$ cat src/rtl/cordic_pkg.sv
// Shared widths, angle constants and FSM state type for the CORDIC vectoring engine.
package cordic_pkg;

  localparam int unsigned ITER = 18;
  localparam int unsigned DW   = 18;
  localparam int unsigned IW   = 20;
  localparam int unsigned AW   = 19;

  localparam logic signed [AW-1:0] PI_HALF = 19'sd102944;
  localparam logic signed [AW-1:0] PI      = 19'sd205887;

  typedef enum logic [1:0] {
    StIdle,
    StIter,
    StDone
  } state_e;

endpackage

$ cat src/rtl/cordic_atan_rom.sv
// Combinational arctangent table: atan(2^-idx) in Q2.16 radians.
module cordic_atan_rom (
  input  logic [4:0]  idx,
  output logic [17:0] atan
);

  always_comb begin
    atan = '0;
    case (idx)
      5'd0:    atan = 18'd51471;
      5'd1:    atan = 18'd30386;
      5'd2:    atan = 18'd16055;
      5'd3:    atan = 18'd8149;
      5'd4:    atan = 18'd4090;
      5'd5:    atan = 18'd2046;
      5'd6:    atan = 18'd1024;
      5'd7:    atan = 18'd512;
      5'd8:    atan = 18'd256;
      5'd9:    atan = 18'd128;
      5'd10:   atan = 18'd64;
      5'd11:   atan = 18'd32;
      5'd12:   atan = 18'd16;
      5'd13:   atan = 18'd8;
      5'd14:   atan = 18'd4;
      5'd15:   atan = 18'd2;
      5'd16:   atan = 18'd1;
      default: atan = 18'd0;
    endcase
  end

endmodule

$ cat src/rtl/cordic_vector.sv
// Iterative CORDIC vectoring engine: (x, y) -> (K*|v|, atan2(y, x)), one micro-rotation per clock.
module cordic_vector
  import cordic_pkg::*;
(
  input  logic          clk,
  input  logic          rst_n,
  input  logic          in_valid,
  output logic          in_ready,
  input  logic [DW-1:0] x_in,
  input  logic [DW-1:0] y_in,
  output logic          out_valid,
  input  logic          out_ready,
  output logic [IW-1:0] mag_out,
  output logic [AW-1:0] angle_out
);

  state_e               state_q;
  logic signed [IW-1:0] x_q, y_q;
  logic signed [AW-1:0] z_q;
  logic [4:0]           iter_q;
  logic                 zero_q;

  logic [4:0]           rom_idx;
  logic [17:0]          atan_val;
  logic signed [AW-1:0] atan_ext;
  logic signed [IW-1:0] x_sh, y_sh, x_nx, y_nx, x_ext, y_ext;
  logic signed [AW-1:0] z_nx;
  logic                 d;

  // The table is only addressed while iterating; index parks at 0 otherwise.
  assign rom_idx = (state_q == StIter) ? iter_q : 5'd0;

  cordic_atan_rom u_atan_rom (
    .idx  (rom_idx),
    .atan (atan_val)
  );

  assign atan_ext = {1'b0, atan_val};
  assign x_ext    = {{(IW-DW){x_in[DW-1]}}, x_in};
  assign y_ext    = {{(IW-DW){y_in[DW-1]}}, y_in};

  always_comb begin
    d    = ~y_q[IW-1];
    x_sh = x_q >>> iter_q;
    y_sh = y_q >>> iter_q;
    if (d) begin
      x_nx = x_q + y_sh;
      y_nx = y_q - x_sh;
      z_nx = z_q + atan_ext;
    end else begin
      x_nx = x_q - y_sh;
      y_nx = y_q + x_sh;
      z_nx = z_q - atan_ext;
    end
  end

  always_ff @(posedge clk or negedge rst_n) begin
    if (!rst_n) begin
      state_q   <= StIdle;
      x_q       <= '0;
      y_q       <= '0;
      z_q       <= '0;
      iter_q    <= '0;
      zero_q    <= 1'b0;
      in_ready  <= 1'b1;
      out_valid <= 1'b0;
      mag_out   <= '0;
      angle_out <= '0;
    end else begin
      unique case (state_q)
        StIdle: begin
          if (in_valid) begin
            iter_q   <= '0;
            zero_q   <= (x_in == '0) && (y_in == '0);
            in_ready <= 1'b0;
            state_q  <= StIter;
            // Fold the left half-plane onto the right so the iterations converge.
            if (!x_ext[IW-1]) begin
              x_q <= x_ext;
              y_q <= y_ext;
              z_q <= '0;
            end else if (!y_ext[IW-1]) begin
              x_q <= y_ext;
              y_q <= -x_ext;
              z_q <= PI_HALF;
            end else begin
              x_q <= -y_ext;
              y_q <= x_ext;
              z_q <= -PI_HALF;
            end
          end
        end
        StIter: begin
          x_q    <= x_nx;
          y_q    <= y_nx;
          z_q    <= z_nx;
          iter_q <= iter_q + 5'd1;
          if (iter_q == 5'(ITER - 1)) begin
            iter_q    <= '0;
            mag_out   <= x_nx;
            angle_out <= zero_q ? '0 : z_nx;
            out_valid <= 1'b1;
            state_q   <= StDone;
          end
        end
        StDone: begin
          if (out_ready) begin
            out_valid <= 1'b0;
            in_ready  <= 1'b1;
            state_q   <= StIdle;
          end
        end
        default: state_q <= StIdle;
      endcase
    end
  end

endmodule

$ cat config.mk
export PLATFORM = sky130hd
export DESIGN_NAME = cordic_vector
export DESIGN_NICKNAME = d
export VERILOG_FILES = /design/src/rtl/cordic_pkg.sv /design/src/rtl/cordic_atan_rom.sv /design/src/rtl/cordic_vector.sv
export SDC_FILE = /design/constraint.sdc
export NUM_CORES = 1
export LEC_CHECK = 0
export ABC_CLOCK_PERIOD_IN_PS = 5600
export BUFFER_PORTS_ARGS = -buffer_cell sky130_fd_sc_hd__buf_2
export CORE_ASPECT_RATIO = 0.7
export CORE_MARGIN = 2
export CORE_UTILIZATION = 50
export DETAILED_ROUTE_END_ITERATION = 10
export PLACE_DENSITY = 0.68
export SETUP_SLACK_MARGIN = 0.1
export SLEW_MARGIN = 20
export SYNTH_ARGS = -nofsm -noshare
export SYNTH_HDL_FRONTEND = slang
export SYNTH_HIERARCHICAL = 1
export SYNTH_SLANG_ARGS = --single-unit
$ cat constraint.sdc
create_clock -name clk -period 5.6 [get_ports clk]
set_input_delay 1.12 -clock clk [delete_from_list [all_inputs] [get_ports clk]]
set_output_delay 1.12 -clock clk [all_outputs]
set_load 0.005 [all_outputs]
## Word level (Yosys, flattened, before mapping)

Memories as Yosys holds them, arrays and structs flattened.
Cells that the tools add are included.

| cells by class | value |
|---|---|
| add/subtract/negate cells | 9 |
| shift-type cells | 2 |
| mux-type cells | 30 |
| equality and inequality tests | 6 |
| reductions and logical operators | 13 |

Operator list:

| operator | number |
|---|---|
| $mux W20 | 8 |
| $mux W19 | 5 |
| $pmux W20 S2 | 2 |
| $add A20 B20 Y20 | 2 |
| $neg A18 Y20 | 2 |
| $sshr A20 B5 Y20 | 2 |
| $sub A20 B20 Y20 | 2 |
| $pmux W19 S2 | 1 |
| $logic_not A18 Y1 | 2 |
| $add A19 B19 Y19 | 1 |
| $sub A19 B19 Y19 | 1 |
| $mux W5 | 3 |
| $pmux W5 S2 | 1 |
| $reduce_and A3 Y1 | 3 |
| $mux W2 | 3 |
| $pmux W2 S3 | 1 |
| $reduce_and A2 Y1 | 3 |
| $reduce_bool A2 Y1 | 3 |
| $add A5 B1 Y5 const B | 1 |
| $eq A5 B5 Y1 const B | 1 |
| $mux W1 | 4 |
| $ne A2 B2 Y1 const B | 2 |
| $pmux W1 S2 | 2 |
| $eq A2 B1 Y1 const B | 1 |
| 4 further kinds | 4 |

| storage, ports and cells | value |
|---|---|
| memory bits (read-only) | 512 |
| memories kept | 1 |
| output and inout bits | 41 |
| bits in registers | 108 |

Memory list:

| memory | words | width | rd ports | clocked after memory_dff | write ports | RTL line | RTL |
|---|---|---|---|---|---|---|---|
| (name not given) | 32 | 16 | 1 | 0 | 0 | cordic_atan_rom.sv:9 | `case (idx)` |

## Depth between registers and ports, before layout

Gate-level depths: netlist of the first run.
An unclocked memory read counts as a cell.

| logic depth | value |
|---|---|
| depth after elaboration | 6 |
| gate-level depth with buffers | 26 |
| depth with buffers taken out | 22 |

## Modules after synthesis

Netlist of the first run, hierarchy kept.

By module, submodules not included:

| module | area an instance (µm²) | cells each | instances |
|---|---|---|---|
| cordic_vector | 11,634.9 | 1,385 | 1 |
| cordic_atan_rom | 409.1 | 61 | 1 |

## Worst setup path before layout of the first run

No wires, ideal clock.

| timing | value |
|---|---|
| path type | register to register |
| start point | reg iter_q[1] |
| end point | reg y_q[18] |
| library setup time | 120 ps |
| path buffers | 4 |
| data required time | 5,480 ps |
| slack | 463 ps |
| cell stages (with the launch flop) | 22 |
| data arrival time | 5,017 ps |
| cells stage by stage | dfrtp_1 > buf_4 > buf_2 > buf_2 > buf_2 > mux4_2 > mux2i_1 > a211oi_1 > a311oi_1 > ha_1 > nand2_1 > nor2_1 > a31oi_1 > xor2_1 > ha_1 > or4_1 > a21oi_1 > o211ai_1 > nor3b_1 > o31a_1 > or3_1 > a31o_2 |

| between the ends | value |
|---|---|
| longest elaborated chain between the ends | 4 |
| elaborated cells between the ends (all ways) | 5 |
| classes of those cells | add/sub (2); shift (1); mux (2) |

RTL lines:

| element | RTL line | RTL |
|---|---|---|
| start, declared | cordic_vector.sv:20 | `logic [4:0] iter_q;` |
| start signal, assigned | cordic_vector.sv:97 | `iter_q <= iter_q + 5'd1;` |
| $sshr A20 B5 Y20 (*) | cordic_vector.sv:44 | `x_sh = x_q >>> iter_q;` |
| $sub A20 B20 Y20 or $add A20 B20 Y20 (tied branches) | cordic_vector.sv:48, cordic_vector.sv:52 |  |
| $mux W20 (*) | cordic_vector.sv:46 | `if (d) begin` |
| $pmux W20 S2 (*) | cordic_vector.sv:70 | `unique case (state_q)` |
| end signal, assigned | cordic_vector.sv:80 | `y_q <= y_ext;` |
| end signal, assigned | cordic_vector.sv:84 | `y_q <= -x_ext;` |
| end signal, assigned | cordic_vector.sv:88 | `y_q <= x_ext;` |
| end, declared | cordic_vector.sv:18 | `logic signed [IW-1:0] x_q, y_q;` |

Mark *: on every way between the ends. The rest lies on a longest branch, timed or not.
A chain may end at the register's enable or synchronous reset.

## Final worst setup path of the first run

Same ends and word-level chain as after synthesis.

==> impl_metrics.json, run 1 <==
{
  "run_status": "finished, final reports clean",
  "core_area_um2": 23640,
  "finish.instance_area_um2": 13360,
  "worstSetupEndpointType": "flip-flop",
  "sequential_share_of_the_synthesized_area_pct": 22.45,
  "min_period_over_period_pct": 94.14,
  "floorplan.initialDensity_pct": 50.95,
  "timing.fmax_ghz": 0.1897,
  "worst-path-max-fanout": 26,
  "drc": 0,
  "detail_route.wirelength_um": 42400,
  "worstSetupPathType": "reg2reg",
  "drt_pass1_iterations": 5,
  "routabilityCongestion": 0.9908,
  "grt_pass1_wl_um": 64370,
  "nets": 1623,
  "grt_usage_pct": 33.16,
  "final_layout_size_suffix_gt1_share_pct": 18.54,
  "hold-worst-slack_ns": 0.4783,
  "fp.dieArea_um2": 25370,
  "yosys_register_bits": 108,
  "setup.worst_path.start_class": "flip-flop",
  "cap_viol_max_count": 0,
  "final_antenna_net_count": 0,
  "n_fill_cell": 2301,
  "routed-via-count": 11990,
  "finalClockSkew_ns": 0.009811,
  "timing.critical_path.cells": "buf_12 -> mux4_2 -> mux2i_2 -> a211oi_1 -> a311oi_2 -> ha_1 -> nand2_1 -> nor2_1 -> a31oi_1 -> xor2_1 -> ha_1 -> or4_1 -> a21oi_1 -> o211ai_1 -> nor3b_1 -> o31a_1 -> or3_1 -> a31o_2",
  "place.detailed.hpwl_um": 32500,
  "antenna_diode_count": 0,
  "clock_tree.htree_level_count": 3,
  "synth_top_flop_cell": "dfrtp_1",
  "globalRouteOverflowTotal": 0,
  "cts.clk_slew.worst_paths_ns": 0.07,
  "postSynthAreaPerCell_um2": 8.329,
  "synth_edf_count": 0,
  "timing.max_slew.rel_slack_pct": 32.94,
  "crit_path_required_time_ns": 5.86,
  "areaGrowthSynthToFinish_pct": 10.93,
  "rsz_0062_raised_after_global_routing": "true",
  "timing.critical_path.mode_cell": "ha_1",
  "dp.cells": 1810,
  "timing.critical_path.slowest_cell_delay_ns": 0.57,
  "timing.critical_path.slowest_stage_cell": "or4_1",
  "post-route-util_pct": 56.52,
  "cts.sinks": 108,
  "synth.lib_cells_used.distinct": 87,
  "postSynth.asyncResetShare_pct": 100.0,
  "clock_tree.root_cell": "clkbuf_16",
  "setup-violations-final": 0,
  "cts-hold-fix-buffers": 0,
  "die-width_um": 189.5,
  "first_global_vias": 10780,
  "hold_path.class": "reg2reg",
  "insertion_delay_ns": 0.37,
  "mappedNetlistArea_um2": 12040,
  "min_period_ns": 5.272,
  "layoutNonFillerInstCount": 1828,
  "grt_start_max_net_pins": 75,
  "finalHoldViolCount": 0,
  "yosysWarnings": 6,
  "postPlaceCellArea_um2": 12930,
  "chip_height_um": 133.9,
  "numPortBuffers": 80,
  "drt_iter0_drc": 1694,
  "detail_route.vias_per_cell": 6.561,
  "data_arrival_at_the_endpoint_of_the_critical_path_ns": 5.54,
  "avgRoutedWirePerCell_um": 23.19,
  "timing_worst_slew_pin_value_ns": 1.002,
  "grt_antenna_before_repair": 0,
  "number_of_buffers_created_by_cts": 9,
  "clock_tree_from_tritoncts": "yes",
  "clk_path_buf_depth": 2,
  "synthesis.instances": 1446,
  "final-max-slew-violation-count": 0,
  "placement_rows": 47,
  "ios": 81
}
==> final timing paths <==
check                             start      endpoint  slack [ns]  cells past startpoint
max                           iter_q[1]       y_q[18]        0.33                     18
min                        angle_out[6]  angle_out[6]        0.48                      2
max reg2reg                   iter_q[1]       y_q[18]        0.33                     18
min reg2reg                angle_out[6]  angle_out[6]        0.48                      2
max in group asynchronous         rst_n   mag_out[11]        3.85                      2
min in group asynchronous         rst_n  angle_out[3]        0.79                      1
==> metal layers <==
layer,share of wire [%],vias to the layer above,global-route usage [%]
li1,-,5528,-
met1,48,5831,53.04
met2,40,597,44.30
met3,11,38,7.823
met4,1.5,0,6.934
met5,0,-,0
==> worst max-delay path: cells and delay by family, from the launching register on <==
kind,cells,cell delay [ns]
muxes,2,0.82
and+or+nand+nor,5,1.30
DFF,1,0.53
AOI/OAI and AO/OA,7,1.53
xor gates and xnor gates,1,0.22
adders and majority gates,2,0.51
buffers and inverters,1,0.22
==> synth_stat cells, types with 7 or more instances <==
cell type | n | area (um2)
a211oi_1 | 52 | 390.4
a21o_1 | 11 | 82.58
a21oi_1 | 101 | 505.5
a221o_1 | 16 | 160.2
a22o_1 | 14 | 122.6
a22oi_1 | 7 | 52.55
a31oi_1 | 15 | 93.84
and2_1 | 7 | 43.79
buf_1 | 9 | 33.78
buf_2 | 18 | 90.09
buf_4 | 8 | 60.06
clkbuf_1 | 58 | 217.7
dfrtp_1 | 107 | 2678
ha_1 | 75 | 938.4
inv_1 | 44 | 165.2
mux2_2 | 41 | 461.7
mux2i_1 | 31 | 310.3
mux4_2 | 28 | 630.6
nand2_1 | 109 | 409.1
nand2b_1 | 20 | 125.1
nand3_1 | 29 | 145.1
nand4_1 | 8 | 50.05
nor2_1 | 150 | 563.0
nor2b_1 | 9 | 56.30
nor3_1 | 33 | 165.2
nor4_1 | 16 | 100.1
o211ai_1 | 17 | 127.6
o21a_1 | 19 | 142.6
o21ai_0 | 95 | 475.5
o21bai_1 | 8 | 60.06
o221ai_1 | 8 | 70.07
o22ai_1 | 11 | 68.82
o31ai_1 | 15 | 112.6
o41ai_1 | 7 | 61.31
or2_2 | 12 | 75.07
or3_1 | 13 | 81.33
xnor2_1 | 66 | 578.1
xor2_1 | 47 | 411.6
==> through the flow <==
step                       TNS, ns  setup WS (ns)
final                            0         0.3282
after global routing             0        0.07495
after CTS                        0         0.1526
after detailed placement  -0.02994       -0.02994
after global placement           0        0.09885
after floorplan                  0         0.4628
==> state kept, by name (all words and copies together), names as in the netlist <==
signal	flops
iter_q	5
zero_q	1
y_q	20
in_ready	1
x_q	20
angle_out	19
z_q	19
out_valid	1
state_q	2
mag_out	20
==> timing repair <==
| action | CTS | global route |
|---|---|---|
| endpoints found under the hold margin | 0 | 0 |
| buffers inserted | 0 | 2 |
| pin swaps | 0 | 0 |
| resized for setup | 1 | 22 |
| endpoints found under the setup margin | 7 | 23 |
==> layout make-up <==
class / instances / area (um2) / share of cell area, %
sequential: 108 / 2716 / 20.33
clock buffer: 11 / 252.7 / 1.892
inverter: 46 / 172.7 / 1.292
clock inverter: 5 / 35.03 / 0.2622
tap: 318 / 397.9 / 2.978
multi-input combinational: 1198 / 8864 / 66.34
timing repair buffer: 142 / 922.1 / 6.902
==> cells in the final DEF (no fill, tap or decap), types with 19 or more instances in the layout <==
cell and count:
a211oi_1 50, mux2_2 41, inv_1 44, mux2i_1 30, xor2_1 47, nand2_1 109
o21ai_0 95, ha_1 75, buf_2 79, dfrtp_1 103, a21oi_1 100, nand2b_1 19
mux4_2 28, o21a_1 19, buf_4 58, nand3_1 29, nor3_1 33, nor2_1 146
xnor2_1 65
==> kinds of logic after synthesis <==
logic type,synth area share [%]
other,0.03114
AOI/OAI and AO/OA,25.85
muxes,13.05
DFF,22.45
buffers and inverters,4.903
and+or+nand+nor,17.08
xor gates and xnor gates,8.352
adders and majority gates,8.290
Power of run 1 is left out: the tool's default activity adds up to more than one toggle a clock period on the data nets, which glitch-free logic cannot reach.
==> inputs of run 2 (changes only) <==
RECOVER_POWER = 100   (was unset)
==> run 2 against run 1 <==
Critical endpoint is now z_q[13]. Critical path type unchanged. Clock-buffer cell count is the same. Non-clock buffer count did not move. Die area is the same. Routed wire length is 0.24% lower. Worst hold slack better by 0.0018 ns. Sequential cell count unchanged. The run now ends with max-capacitance violations, max-slew violations left. Setup slack got worse by 0.033 ns.
==> impl_metrics.json, run 2 (same netlist as run 1, synthesis figures left out) <==
{
  "run_status": "finished, violations left",
  "violations": "max-capacitance violations, max-slew violations",
  "ios": 81,
  "first_global_vias": 10780,
  "grt_util_met2_pct": 44.30,
  "min_period_over_period_pct": 94.73,
  "use_met1_pct": 53.04,
  "finalHoldViolCount": 0,
  "setup-violations-final": 0,
  "drt_pass1_iterations": 6,
  "preCtsSetupSlack_ns": -0.02994,
  "grt_start_max_net_pins": 75,
  "gr-max-usage-layer": "met1",
  "register_area_um2": 2716,
  "rsz_0062_raised_after_global_routing": "true",
  "core_area_um2": 23640,
  "clock_tree.root_cell": "clkbuf_16",
  "fp.dieArea_um2": 25370,
  "routed-via-count": 12040,
  "clock_tree.htree_level_count": 3,
  "clk_path_buf_depth": 2,
  "place.detailed.hpwl_um": 32500,
  "number_of_buffers_created_by_cts": 9,
  "nets": 1623,
  "insertion_delay_ns": 0.38,
  "final_layout_size_suffix_gt1_share_pct": 16.75,
  "cts.clk_slew.worst_paths_ns": 0.08,
  "multiInputGateArea_um2": 8851,
  "globalRouteOverflowTotal": 0,
  "grt_antenna_before_repair": 0,
  "timing.critical_path.cells": "buf_4 -> clkinv_1 -> clkbuf_1 -> nor2_1 -> buf_4 -> or2_4 -> a311oi_1 -> inv_1 -> ha_1 -> mux2_1 -> inv_1 -> ha_1 -> nor2b_1 -> o31a_1 -> o211ai_1 -> a21oi_1 -> nor2_1 -> o21ai_0 -> or2_2 -> xor2_1 -> a221o_1",
  "areaGrowthSynthToFinish_pct": 10.49,
  "most_common_cell_after_layout_fill_and_taps_aside": "nor2_1",
  "cts-hold-fix-buffers": 0,
  "floorplan.initialDensity_pct": 50.95,
  "antenna_diode_count": 0,
  "numPortBuffers": 80,
  "final-max-slew-violation-count": 154,
  "timing.critical_path.slowest_stage_cell": "dfrtp_1",
  "detail_route.wirelength_um": 42300,
  "setup.worst_path.start_class": "flip-flop",
  "cts.sinks": 108,
  "die-width_um": 189.5,
  "largest_regs": "mag_out (20), x_q (20), y_q (20)",
  "layout_common_cells": "nor2_1, nand2_1, dfrtp_1, a21oi_1, o21ai_0",
  "avgRoutedWirePerCell_um": 23.14,
  "drc": 0,
  "crit_path_required_time_ns": 5.85,
  "drt_iter0_drc": 1640,
  "n_fill_cell": 2317,
  "timing_worst_slew_pin_value_ns": 3.517,
  "timing.fmax_ghz": 0.1885,
  "clock_tree_from_tritoncts": "yes",
  "worstSetupEndpointType": "flip-flop",
  "data_arrival_at_the_endpoint_of_the_critical_path_ns": 5.56,
  "hold-worst-slack_ns": 0.4802,
  "worst-path-max-fanout": 26,
  "grt_usage_pct": 33.16,
  "detail_route.vias_per_cell": 6.585,
  "final_antenna_net_count": 0,
  "placement_rows": 47,
  "gr-usage-met3_pct": 7.823,
  "hold_path.class": "reg2reg",
  "cap_viol_max_count": 3,
  "timing.critical_path.slowest_cell_delay_ns": 0.48,
  "postLayoutSetupSlackWorst_ns": 0.2952,
  "timing.max_slew.rel_slack_pct": -134.5,
  "chip_height_um": 133.9,
  "grt_pass1_wl_um": 64370,
  "finalClockSkew_ns": 0.01237,
  "worstSetupPathType": "reg2reg",
  "min_period_ns": 5.305,
  "routabilityCongestion": 0.9908
}
-- run 2: per-layer routing --
layer	routed length, um	part of all wire (%)
met5	0	0
met2	16670	39
met3	4779	11
met1	20120	48
met4	723	1.7
-- run 2: final timing paths --
| check | depth (start not counted) | slack (ns) | startpoint | to |
|---|---|---|---|---|
| worst max-delay path | 21 | 0.30 | iter_q[3] | z_q[13] |
| worst min-delay path | 2 | 0.48 | angle_out[18] | angle_out[18] |
| worst max register to register | 21 | 0.30 | iter_q[3] | z_q[13] |
| worst min register to register | 2 | 0.48 | angle_out[18] | angle_out[18] |
| max in group asynchronous | 2 | 2.58 | rst_n | mag_out[1] |
| min in group asynchronous | 1 | 0.77 | rst_n | angle_out[3] |
-- run 2: stage by stage --
| stage | std cells | utilization [%] | area [um2] | setup TNS [ns] |
|---|---|---|---|---|
| floorplan | 1447 | - | 12050 | 0 |
| global placement | 1810 | 54.71 | 12930 | 0 |
| detailed placement | 1810 | 54.71 | 12930 | -0.02994 |
| CTS | 1826 | 55.94 | 13220 | 0 |
| global route | 1828 | 56.29 | 13310 | 0 |
| finish | 1828 | 56.29 | 13310 | 0 |
-- run 2: timing repair --
action                     4_1_cts  5_1_grt
gates resized for setup          1       22
setup endpoints to repair        7       23
buffers inserted                 0        2
-- run 2: layout make-up --
class	count	area share, %
Multi-Input combinational cell	1198	66.51
Tap cell	318	2.990
Timing Repair Buffer	142	6.628
Sequential cell	108	20.41
Clock buffer	11	1.899
Clock inverter	5	0.2633
Inverter	46	1.297
-- run 2: worst max-delay path, delay by kind of cell (launching register included) --
| kind | cells | cell delay [ns] |
|---|---|---|
| buffers and inverters | 6 | 1.00 |
| adders and majority gates | 2 | 0.48 |
| xor gates and xnor gates | 1 | 0.16 |
| and+or+nand+nor | 5 | 1.09 |
| AOI/OAI and AO/OA | 6 | 1.61 |
| muxes | 1 | 0.32 |
| DFF | 1 | 0.48 |
Power of run 2 is left out for the same reason.
